--- config.mk ---
export PLATFORM = sky130hd
export DESIGN_NAME = cr_kme_fifo_arb
export DESIGN_NICKNAME = d
export VERILOG_FILES = /design/src/rtl/cr_kme_fifo_arb.sv
export SDC_FILE = /design/constraint.sdc
export NUM_CORES = 1
export LEC_CHECK = 0
export CORE_AREA = 2 2 215 217
export CTS_CLUSTER_SIZE = 10
export DETAILED_ROUTE_END_ITERATION = 8
export DIE_AREA = 0 0 217 219
export PLACE_DENSITY = 0.39
export SETUP_SLACK_MARGIN = 0.5
export SYNTH_ARGS = -nofsm -noshare
export SYNTH_HDL_FRONTEND = slang
export SYNTH_SLANG_ARGS = --single-unit
--- constraint.sdc ---
create_clock -name clk -period 3.93 [get_ports clk]
set_input_delay 0.5895 -clock clk [delete_from_list [all_inputs] [get_ports clk]]
set_output_delay 0.5895 -clock clk [all_outputs]
set_load 0.02 [all_outputs]
--- src/rtl/cr_kme_fifo_arb.sv ---
// Packet-level round-robin arbiter in front of the KME FIFO write port, with length watchdog and sticky errors.
// Optional macro CR_KME_FIFO_ARB_PRIO0_EN gives requester 0 strict priority at every arbitration.
module cr_kme_fifo_arb #(
    parameter int unsigned N_REQ     = 4,
    parameter int unsigned DATA_SIZE = 106,
    parameter int unsigned MAX_BEATS = 16
) (
    input  logic                       clk,
    input  logic                       rst,
    input  logic [N_REQ-1:0]           req_valid,
    input  logic [N_REQ*DATA_SIZE-1:0] req_data,
    input  logic [N_REQ-1:0]           req_eop,
    output logic [N_REQ-1:0]           req_ack,
    output logic [DATA_SIZE-1:0]       fifo_in,
    output logic                       fifo_in_valid,
    input  logic                       fifo_in_stall,
    input  logic                       fifo_overflow,
    output logic                       gnt_active,
    output logic [2:0]                 gnt_id,
    output logic                       err_len,
    output logic                       err_ovf,
    input  logic                       err_clr
);

    typedef enum logic {IDLE, XFER} state_e;

    state_e         state_q, state_d;
    logic [2:0]     rr_ptr_q, rr_ptr_d;
    logic [2:0]     gnt_id_q, gnt_id_d;
    logic [7:0]     beat_cnt_q, beat_cnt_d;
    logic           err_len_q, err_len_d;
    logic           err_ovf_q, err_ovf_d;

    logic                 cur_valid;
    logic                 cur_eop;
    logic [DATA_SIZE-1:0] cur_data;
    logic                 fire;
    logic                 wd_fire;
    logic [2:0]           next_ptr;
    logic [2:0]           pick;
    logic                 found;
    int unsigned          scan_idx;

    // Granted requester's lane, selected by the registered grant.
    always_comb begin
        cur_valid = 1'b0;
        cur_eop   = 1'b0;
        cur_data  = '0;
        for (int unsigned i = 0; i < N_REQ; i++) begin
            if (gnt_id_q == 3'(i)) begin
                cur_valid = req_valid[i];
                cur_eop   = req_eop[i];
                cur_data  = req_data[i*DATA_SIZE +: DATA_SIZE];
            end
        end
    end

    assign fire     = (state_q == XFER) && cur_valid && !fifo_in_stall;
    assign wd_fire  = fire && !cur_eop && (beat_cnt_q == 8'(MAX_BEATS - 1));
    assign next_ptr = (gnt_id_q == 3'(N_REQ - 1)) ? 3'd0 : gnt_id_q + 3'd1;

    // Circular scan starting at rr_ptr; with the priority macro, requester 0 pre-empts the scan.
    always_comb begin
        pick     = '0;
        found    = 1'b0;
        scan_idx = 0;
`ifdef CR_KME_FIFO_ARB_PRIO0_EN
        if (req_valid[0]) begin
            found = 1'b1;
        end
`endif
        for (int unsigned k = 0; k < N_REQ; k++) begin
            scan_idx = (int'(rr_ptr_q) + k) % N_REQ;
            if (!found && req_valid[scan_idx]) begin
                found = 1'b1;
                pick  = 3'(scan_idx);
            end
        end
    end

    always_comb begin
        state_d    = state_q;
        rr_ptr_d   = rr_ptr_q;
        gnt_id_d   = gnt_id_q;
        beat_cnt_d = beat_cnt_q;
        err_len_d  = err_len_q && !err_clr;
        err_ovf_d  = fifo_overflow || (err_ovf_q && !err_clr);
        case (state_q)
            IDLE: begin
                if (found) begin
                    gnt_id_d   = pick;
                    beat_cnt_d = '0;
                    state_d    = XFER;
                end
            end
            XFER: begin
                if (fire) begin
                    beat_cnt_d = beat_cnt_q + 8'd1;
                    if (cur_eop || wd_fire) begin
                        state_d    = IDLE;
                        beat_cnt_d = '0;
`ifdef CR_KME_FIFO_ARB_PRIO0_EN
                        if (gnt_id_q != 3'd0) rr_ptr_d = next_ptr;
`else
                        rr_ptr_d = next_ptr;
`endif
                    end
                    if (wd_fire) err_len_d = 1'b1;
                end
            end
            default: state_d = IDLE;
        endcase
    end

    always_ff @(posedge clk) begin
        if (rst) begin
            state_q    <= IDLE;
            rr_ptr_q   <= '0;
            gnt_id_q   <= '0;
            beat_cnt_q <= '0;
            err_len_q  <= 1'b0;
            err_ovf_q  <= 1'b0;
        end else begin
            state_q    <= state_d;
            rr_ptr_q   <= rr_ptr_d;
            gnt_id_q   <= gnt_id_d;
            beat_cnt_q <= beat_cnt_d;
            err_len_q  <= err_len_d;
            err_ovf_q  <= err_ovf_d;
        end
    end

    always_comb begin
        req_ack = '0;
        for (int unsigned i = 0; i < N_REQ; i++) begin
            req_ack[i] = fire && (gnt_id_q == 3'(i));
        end
    end

    assign fifo_in_valid = fire;
    assign fifo_in       = (state_q == XFER) ? cur_data : '0;
    assign gnt_active    = (state_q == XFER);
    assign gnt_id        = gnt_id_q;
    assign err_len       = err_len_q;
    assign err_ovf       = err_ovf_q;

endmodule

==> summary.md, run 1 <==
| Metric | Value |
|---|---|
| Initial drt markers | 286 |
| Antenna violations before repair | 8 |
| Via/cell ratio | 4.19 |
| Compound-Gate Fraction of Synth Area | 36.3% |
| CTS sink count | 15 |
| Die Wd | 217 um |
| Starting Density | 10.3% |
| Netlist cell types | 46 |
| CP top delay family | buffers and inverters |
| Crit Path Class | reg2out |
| Simple-gate portion of the synthesized area | 47.1% |
| Core Area | 45100 um2 |
| Num rows | 78 |
| Synth warn | 0 |
| Net Sw Power | 0.000749 W |
| Status | finished clean |
| Drt drc | 0 |
| Syn avg cell area | 6.32 um2 |
| Worst-Skew Late Latency | 250 ps |
| Die H | 219 um |
| Cells after Synth | 732 |
| FMAX | 0.302 GHz |
| Pleak | 4.44 nW |
| Post-DP HPWL | 29100 um |
| Max Root-Sink Buffers | 2 |
| #FFs+latches synth | 15 |
| Inst Count DP | 1815 |
| Via count | 7688 |
| Setup crit end kind | primary output |
| Hold WS | 469 ps |
| Drt pass-1 iters | 6 |
| Hold Vio Cnt, Final | 0 |
| Gate power share | 80.3% |
| Pwr/cell area | 169 nW/um2 |
| Setup ws final | 617 ps |
| Peak VDD IR | 143 uV |
| Fin crit period | 3310 ps |
| Slew Limit Fails | 0 |
| TritonCTS clock tree | done |
| Clock Tree Root | clkbuf_16 |
| Crit Path Max Fanout | 22 |
| H-tree level count | 1 |
| Most frequent cells in the layout | 497 x clkdlybuf4s50_1, 213 x nor2b_1, 117 x a21oi_1 |
| Main synth FF type | dfxtp_1 |
| Gr usage total | 13.8% |
| Post-Synth Adder-Cell Area | 1.35% |
| Worst Path Required | 3340 ps |
| Total of max-cap violations | 0 |
| Largest net degree at the start of global routing | 140 |
| Final cell count without fillers | 1834 |
| Crit path DAT | 2720 ps |
| Startpoint Class | flop |
| Clock transition at path regs | 50 ps |
| Reg power frac | 9.3% |
| First-pass GRT wire length | 50200 um |
| Post-synth top area share | 29.0% |
| Fin crit share | 84.3% |
| Slowest stage cell, crit path | clkdlybuf4s50_1 |
| Post-synth top area cell | nor2b_1 |
| Num CTS Buffers | 3 |
| RSZ-0062 raised after global routing | yes |
| Commonest non-fill, non-tap cell in the layout | clkdlybuf4s50_1 |
| Share of layout cells above drive strength 1 | 4.73% |
| Area contributors post-synth | nor2b_1 29%, a221oi_1 20%, a21oi_1 13% |
| Dpl ws | 548 ps |
| PortBufs | 552 |
| Final nets | 1670 |
| Post-Synth XOR/XNOR Area | 0.189% |
| Worst slew pin tran | 785 ps |
| Final setup vio count | 0 |
| Congestion Overflow GR | 0 |
| P&R area growth vs syn | 142% |
| Clk pwr share | 10.4% |
| Mux share of post-synthesis cell area | 0.433% |
| Rel. slew slack | 47.3% |
| I/O pin count | 554 |
| CP bufs+invs | 4 |
| Wire length per cell | 20.2 um |
| Largest stage delay, worst path | 600 ps |
| Die ar. | 47500 um2 |
| Placer Congestion | 0.806 |
| Fin util | 24.8% |
| Cell Area, Synth | 4620 um2 |
| Worst-path cell chain | inv_1, ha_1, nor2b_4, buf_12, clkbuf_16, a221oi_1, nor3_1, a21oi_1, nor2b_1, clkdlybuf4s50_1 |
| Async S/R FF share, synth | 0% |
| HP Class | reg2reg |
| Post-route ant nets | 0 |
| Skew final | 6.02 ps |
| Synth Net Count | 1174 |
| Detailed Route WL | 37000 um |
| Setup TNS | 0 ps |
| Switching Share | 39.6% |
| EDFF count, synth | 0 |
| Largest family of logic cells by synthesized area | simple AND/OR/NAND/NOR gates |
| Sequential-to-total area share from yosys stat | 6.50% |
| Vias in the first global route | 7869 |
| Cell-internal power | 0.00114 W |
-- cells by family (layout without fill, tap and decap cells) --
family,count (synthesis),in the layout
DFF,15,15
muxes,2,2
buffers and inverters,94,589
and+or+nand+nor,373,373
AOI/OAI and AO/OA,241,241
xor gates and xnor gates,1,1
adders and majority gates,5,5
other,1,8
-- what timing repair did --
action,4_1_cts,5_1_grt
resized for setup,17,48
endpoints found under the setup margin,51,48
pin swaps,0,2
hold buffers,0,0
buffers inserted,1,6
cloned,0,1
-- cells in the mapped netlist (2+ instances only) --
| cell type | instances |
|---|---|
| a211oi_1 | 2 |
| a21o_1 | 2 |
| a21oi_1 | 117 |
| a221oi_1 | 106 |
| and2_1 | 2 |
| and3_1 | 2 |
| buf_1 | 12 |
| buf_2 | 8 |
| clkbuf_1 | 66 |
| dfxtp_1 | 15 |
| ha_1 | 5 |
| inv_1 | 5 |
| mux2i_1 | 2 |
| nand2_1 | 12 |
| nand3_1 | 7 |
| nand3b_1 | 3 |
| nor2_1 | 10 |
| nor2b_1 | 214 |
| nor3_1 | 108 |
| nor3b_1 | 3 |
| nor4_1 | 2 |
| o21ai_0 | 2 |
| or2_2 | 2 |
| or3_1 | 3 |
-- power groups by stage --
stage               Sequential, W  Combinational [W]  Clock, W
floorplan                0.000166           0.000649         0
global placement         0.000179            0.00152         0
detailed placement       0.000180            0.00151         0
CTS                      0.000177            0.00151  0.000203
global route             0.000178            0.00164  0.000213
finish                   0.000175            0.00152  0.000198
-- final timing paths --
kind                                start  cells past startpoint            end  slack, ps
worst max register to register  gnt_id[0]                      9  beat_cnt_q[4]       1410
worst max-delay path            gnt_id[0]                     10    fifo_in[18]        620
worst min register to register    err_len                      2        err_len        470
worst min-delay path              err_len                      2        err_len        470
-- registers in the layout, indices dropped and copies added, names as in the netlist --
signal      count
beat_cnt_q      8
err_len         1
err_ovf         1
gnt_active      1
gnt_id          2
rr_ptr_q        2
-- routing by layer --
layer	track usage [%]	vias to the layer above	wire [um]
met5	0	-	13
met2	25.4	393	18500
met1	15.7	3538	14400
met4	3.79	2	870
met3	3.59	30	3260
li1	-	3725	-
-- stage by stage --
step                power [W]  instance area (um2)
floorplan            0.000815                 4620
global placement      0.00170                10900
detailed placement    0.00169                10900
CTS                   0.00189                10900
global route          0.00203                11200
finish                0.00189                11200
-- tightest hold or removal path: stages, from the launching register on --
cell	delay, ps
dfxtp_1	310
nand2_1	60
a21oi_1	50
-- final cells by class --
class | instances | area [um2]
antenna | 7 | 17.5
clock buffer | 4 | 78.8
fill | 5035 | 33900
inverter | 6 | 22.5
multi-input combinational | 623 | 4040
sequential | 15 | 307
tap | 600 | 751
timing repair buffer | 579 | 5970
Note: power is estimated with default switching activity, not from simulation.
==> inputs of run 2 (changes only) <==
--- a/config.mk
+++ b/config.mk
@@ -5,10 +5,10 @@
 export SDC_FILE = /design/constraint.sdc
 export NUM_CORES = 1
 export LEC_CHECK = 0
-export CORE_AREA = 2 2 215 217
+export CORE_AREA = 2 2 216 218
 export CTS_CLUSTER_SIZE = 10
 export DETAILED_ROUTE_END_ITERATION = 8
-export DIE_AREA = 0 0 217 219
+export DIE_AREA = 0 0 218 220
 export PLACE_DENSITY = 0.39
 export SETUP_SLACK_MARGIN = 0.5
 export SYNTH_ARGS = -nofsm -noshare
==> constraint.sdc (replaced) <==
create_clock -name clk -period 3.17 [get_ports clk]
set_input_delay 0.4755 -clock clk [delete_from_list [all_inputs] [get_ports clk]]
set_output_delay 0.4755 -clock clk [all_outputs]
set_load 0.02 [all_outputs]
==> run 2 against run 1 <==
  * Global-route usage is 0.90 points higher
  * Critical path depth is 2 higher
  * First-iteration DRC count is 10% lower
  * Cell area is 9.8% higher
  * Flip-flop and latch count stayed put
  * Worst hold slack worse by 5.2 ps
  * Register-to-register slack worse by 750 ps
  * Sequential share of layout area is 0.25 points lower
  * Setup slack worse by 130 ps
  * Critical endpoint is now fifo_in[59]
  * Largest cell class unchanged
==> summary.md, run 2 (synthesis gave the netlist of run 1 again) <==
| Metric | Value |
|---|---|
| Worst Path Required | 2690 ps |
| Via/cell ratio | 4.26 |
| Largest stage delay, worst path | 340 ps |
| TritonCTS clock tree | done |
| Max Root-Sink Buffers | 2 |
| Placer Congestion | 0.830 |
| Switching Share | 40.8% |
| Peak VDD IR | 173 uV |
| Fin crit period | 2680 ps |
| Wire length per cell | 21.4 um |
| FMAX | 0.373 GHz |
| Worst-path cell chain | inv_2, ha_2, nor2b_4, buf_8, buf_12, buf_12, buf_12, a221oi_1, nor3_1, a21oi_1, nor2b_1, buf_4 |
| Total of max-cap violations | 0 |
| Hold path depth | 2 |
| Fin crit share | 84.7% |
| Num CTS Buffers | 3 |
| Cell-internal power | 0.00159 W |
| Clk pwr share | 9.5% |
| RSZ-0062 raised after global routing | yes |
| Crit Path Max Fanout | 8 |
| Max FFs per register | 8 |
| H-tree level count | 1 |
| Net Sw Power | 0.00109 W |
| Num rows | 79 |
| CTS sink count | 15 |
| Crit path DAT | 2210 ps |
| Reg power frac | 7.4% |
| Startpoint Class | flop |
| Drt drc | 0 |
| Starting Density | 10.1% |
| Worst slew pin tran | 536 ps |
| Gate power share | 83.0% |
| Skew final | 2.48 ps |
| PortBufs | 552 |
| Vias in the first global route | 8118 |
| Largest register by flop count | beat_cnt_q |
| Post-DP HPWL | 29500 um |
| HP Class | reg2reg |
| Status | finished clean |
| Antenna violations before repair | 9 |
| Setup TNS | 0 ps |
| Final nets | 1724 |
| Worst Reg-to-Reg Cells | 9 |
| Die H | 220 um |
| Core Area | 45900 um2 |
| Clock transition at path regs | 50 ps |
| Final setup vio count | 0 |
| Pleak | 4.52 nW |
| Worst-Skew Late Latency | 250 ps |
| Crit Path Class | reg2out |
| Die ar. | 48000 um2 |
| Hold Vio Cnt, Final | 0 |
| Commonest non-fill, non-tap cell in the layout | clkdlybuf4s50_1 |
| Largest net degree at the start of global routing | 60 |
| Drt pass-1 iters | 4 |
| Worst path most repeated cell | buf_12 |
| Gr usage total | 14.7% |
| Slew Limit Fails | 0 |
| P&R area growth vs syn | 166% |
| Die Wd | 218 um |
| Most frequent cells in the layout | 440 x clkdlybuf4s50_1, 206 x nor2b_1, 112 x a21oi_1 |
| Detailed Route WL | 40500 um |
| Rel. slew slack | 64.2% |
| Setup crit end kind | primary output |
| I/O pin count | 554 |
| Hold WS | 464 ps |
| Slowest stage cell, crit path | dfxtp_2 |
| Initial drt markers | 257 |
| Pwr/cell area | 218 nW/um2 |
| CTS Hold Bufs | 0 |
| Via count | 8047 |
| First-pass GRT wire length | 53400 um |
| Share of layout cells above drive strength 1 | 24.7% |
| Congestion Overflow GR | 0 |
| Clock Tree Root | clkbuf_16 |
| Post-route ant nets | 0 |
## run 2: power by group through the flow
stage	logic [W]	registers [W]	clock network (W)
after global routing	0.00238	0.000200	0.000268
after detailed placement	0.00190	0.000203	0
after floorplan	0.000805	0.000205	0
after global placement	0.00191	0.000203	0
after CTS	0.00208	0.000199	0.000261
final	0.00222	0.000199	0.000254
## run 2: final cells by class
| class | instances | area [um2] |
|---|---|---|
| Antenna cell | 3 | 7.51 |
| Clock buffer | 3 | 75.1 |
| Clock inverter | 1 | 5.00 |
| Fill cell | 5131 | 33600 |
| Inverter | 6 | 22.5 |
| Multi-Input combinational cell | 623 | 4700 |
| Sequential cell | 15 | 307 |
| Tap cell | 607 | 759 |
| Timing Repair Buffer | 633 | 6420 |
## run 2: final timing paths
check	startpoint	endpoint	slack, ps
setup / recovery	gnt_id[0]	fifo_in[59]	490
hold / removal	err_len	err_len	460
setup reg to reg	gnt_id[1]	beat_cnt_q[4]	660
hold reg to reg	err_len	err_len	460
## run 2: what timing repair did
action / in CTS / in global routing
endpoints found under the hold margin: 0 / 0
cloned: 7 / 9
resized for setup: 387 / 191
pin swaps: 10 / 29
setup endpoints to repair: 108 / 100
buffers inserted: 16 / 15
## run 2: per-stage QoR
| stage | power [W] | utilization [%] | cells | area [um2] | worst slack [ps] |
|---|---|---|---|---|---|
| finish | 0.00268 | 26.8 | 1891 | 12300 | 486 |
| global route | 0.00285 | 26.8 | 1890 | 12300 | 368 |
| CTS | 0.00254 | 25.8 | 1864 | 11800 | 363 |
| detailed placement | 0.00211 | 24.1 | 1837 | 11100 | 165 |
| global placement | 0.00211 | 24.1 | 1837 | 11100 | 138 |
| floorplan | 0.00101 | - | 732 | 4620 | 585 |
## run 2: worst max-delay path: cells and delay by family, from the launching register on
| family | cells | cell delay, ps |
|---|---|---|
| flops | 1 | 340 |
| buf+inv | 6 | 770 |
| compound gates | 2 | 380 |
| fa+ha+maj | 1 | 170 |
| simple gates | 3 | 270 |
## run 2: per-layer routing
layer  track usage (%)  share of wire, %
met1              16.7                38
met2              27.3                51
met3              4.50               8.9
met4              2.40               1.8
met5                 0              0.19
==> inputs of run 3 (changes only) <==
--- a/config.mk
+++ b/config.mk
@@ -5,11 +5,11 @@
 export SDC_FILE = /design/constraint.sdc
 export NUM_CORES = 1
 export LEC_CHECK = 0
-export CORE_AREA = 2 2 216 218
+export CORE_AREA = 2 2 215 217
 export CTS_CLUSTER_SIZE = 10
 export DETAILED_ROUTE_END_ITERATION = 8
-export DIE_AREA = 0 0 218 220
-export PLACE_DENSITY = 0.39
+export DIE_AREA = 0 0 217 219
+export PLACE_DENSITY = 0.4
 export SETUP_SLACK_MARGIN = 0.5
 export SYNTH_ARGS = -nofsm -noshare
 export SYNTH_HDL_FRONTEND = slang
==> constraint.sdc (replaced) <==
create_clock -name clk -period 2.3 [get_ports clk]
set_input_delay 0.345 -clock clk [delete_from_list [all_inputs] [get_ports clk]]
set_output_delay 0.345 -clock clk [all_outputs]
set_load 0.02 [all_outputs]
==> run 3 against run 2 <==
  * The run now ends with negative setup slack left
  * First-iteration DRC count is 11% lower
  * Non-clock buffer count up 109
  * Worst hold slack improved by 22 ps
  * Combinational power is 83% higher
  * Clock-buffer cell count increased by 1
  * Cell area up 28%
  * Power grew 75%
  * Setup slack got worse by 630 ps
  * Via count up 6.1%
  * Critical endpoint is now fifo_in[25]
  * Largest cell class unchanged
  * Largest power group unchanged
==> summary.md, run 3 (synthesis gave the netlist of run 1 again) <==
| Metric | Value |
|---|---|
| Status | complete, but fails checks |
| Failing checks | negative setup slack |
| Inst Count DP | 1907 |
| Antenna violations before repair | 5 |
| Met1 Track Usage GR | 18.6% |
| Die ar. | 47500 um2 |
| RSZ-0062 raised after global routing | yes |
| Startpoint Class | flop |
| Num rows | 78 |
| Post-route ant nets | 0 |
| Met3 usage in global routing | 3.59% |
| Drt pass-1 iters | 5 |
| Clk pwr share | 7.3% |
| Largest net degree at the start of global routing | 41 |
| Commonest non-fill, non-tap cell in the layout | clkdlybuf4s50_1 |
| CTS Hold Bufs | 0 |
| Pleak | 5.71 nW |
| Die H | 219 um |
| Largest stage delay, worst path | 340 ps |
| Gate power share | 86.9% |
| H-tree level count | 1 |
| Crit Path Max Fanout | 5 |
| Post-DP HPWL | 32000 um |
| Max FFs per register | 8 |
| Via count | 8541 |
| Crit path DAT | 2100 ps |
| PortBufs | 552 |
| Clock transition at path regs | 50 ps |
| Hold Vio Cnt, Final | 0 |
| Setup TNS | -8180 ps |
| CTS sink count | 15 |
| Initial drt markers | 229 |
| Clock Tree Root | clkbuf_16 |
| TritonCTS clock tree | done |
| Placed cell area | 12300 um2 |
| Rel. slew slack | 46.0% |
| Peak VDD IR | 187 uV |
| Final cell count without fillers | 1995 |
| First-pass GRT wire length | 60100 um |
| I/O pin count | 554 |
| Gr usage total | 16.7% |
| Detailed Route WL | 43300 um |
| HP Class | reg2reg |
| Final setup vio count | 117 |
| Worst-Skew Late Latency | 240 ps |
| Worst slew pin tran | 808 ps |
| Worst path most repeated cell | buf_12 |
| FMAX | 0.410 GHz |
| Num CTS Buffers | 3 |
| Crit Path Class | reg2out |
| Cell area after layout | 15800 um2 |
| Worst Path Required | 1960 ps |
| Share of layout cells above drive strength 1 | 49.9% |
| Switching Share | 39.8% |
| Slowest stage cell, crit path | dfxtp_4 |
| Die Wd | 217 um |
| Setup ws final | -142 ps |
| Most used routing layer in global routing | met2 |
| Wire length per cell | 21.7 um |
| Pwr/cell area | 296 nW/um2 |
| Fin crit share | 106% |
| Largest register by flop count | beat_cnt_q |
| Reg power frac | 5.9% |
| Final nets | 1833 |
| Worst-path cell chain | buf_6, buf_12, ha_4, buf_12, buf_12, buf_16, buf_8, nor3_2, a21oi_2, nor2b_2, buf_6 |
| Most frequent cells in the layout | 438 x clkdlybuf4s50_1, 138 x buf_6, 113 x nor2b_2 |
| Core Area | 45100 um2 |
| Congestion Overflow GR | 0 |
| Starting Density | 10.3% |
| P&R area growth vs syn | 241% |
| Setup crit end kind | primary output |
| Vias in the first global route | 9148 |
| Skew final | 0.859 ps |
| Net Sw Power | 0.00186 W |
| Dpl ws | -490 ps |
| Max Root-Sink Buffers | 2 |
| Total of max-cap violations | 0 |
| Via/cell ratio | 4.28 |
| Fin util | 34.9% |
| Met2 usage | 32.4% |
| Cell-internal power | 0.00281 W |
| Drt drc | 0 |
| Slew Limit Fails | 0 |
| Placer Congestion | 0.834 |
| Fin crit period | 2440 ps |
run 3: changes by cell type in the layout (fill, tap and decap cells not counted), sizes merged:
cell           change
clkinv             -1
dlygate4sd2        -4
diode              +2
clkdlybuf4s15     -10
clkbuf            -32
clkdlybuf4s50      -2
buf              +156
dlymetal6s2s       +2
run 3: power groups by stage:
stage	sequential [W]	combinational (W)	clock, W
after CTS	0.000274	0.00367	0.000354
after global routing	0.000275	0.00430	0.000369
after floorplan	0.000283	0.00137	0
after detailed placement	0.000279	0.00303	0
after global placement	0.000279	0.00303	0
final	0.000274	0.00406	0.000339
run 3: final timing paths:
kind         startpoint          end  slack (ps)  depth (start not counted)
min reg2reg     err_len      err_len         490                          2
max           gnt_id[1]  fifo_in[25]        -140                         11
max reg2reg   gnt_id[1]  rr_ptr_q[0]         -70                         12
min             err_len      err_len         490                          2
run 3: stage by stage:
step / total power (W) / hold slack, ps
floorplan: 0.00165 / 454
finish: 0.00467 / 486
global placement: 0.00331 / 462
detailed placement: 0.00331 / 464
CTS: 0.00430 / 485
global route: 0.00494 / 508
run 3: what timing repair did:
item	in CTS	in global routing
buffers inserted	41	18
pin swaps	104	82
gates cloned	18	2
resized for setup	822	194
endpoints found under the setup margin	124	125
run 3: layout make-up:
| class | instances | area, um2 |
|---|---|---|
| fillers | 4653 | 29300 |
| repair buffers | 742 | 8170 |
| flip-flops and latches | 15 | 312 |
| clock buffers | 4 | 78.8 |
| inverters | 6 | 27.5 |
| diodes | 5 | 12.5 |
| multi-input cells | 623 | 6400 |
| well taps | 600 | 751 |
run 3: metal layers:
metal / vias up / share of wire (%)
met4: 0 / 2.0
met2: 393 / 53
met3: 39 / 6.8
met5: - / 0
li1: 4062 / -
met1: 4047 / 38
run 3: worst max-delay path, delay by kind of cell (launching register included):
family / cells / cell delay (ps)
buffers and inverters: 7 / 910
and+or+nand+nor: 2 / 360
DFF: 1 / 340
adders and majority gates: 1 / 170
AOI/OAI and AO/OA: 1 / 60
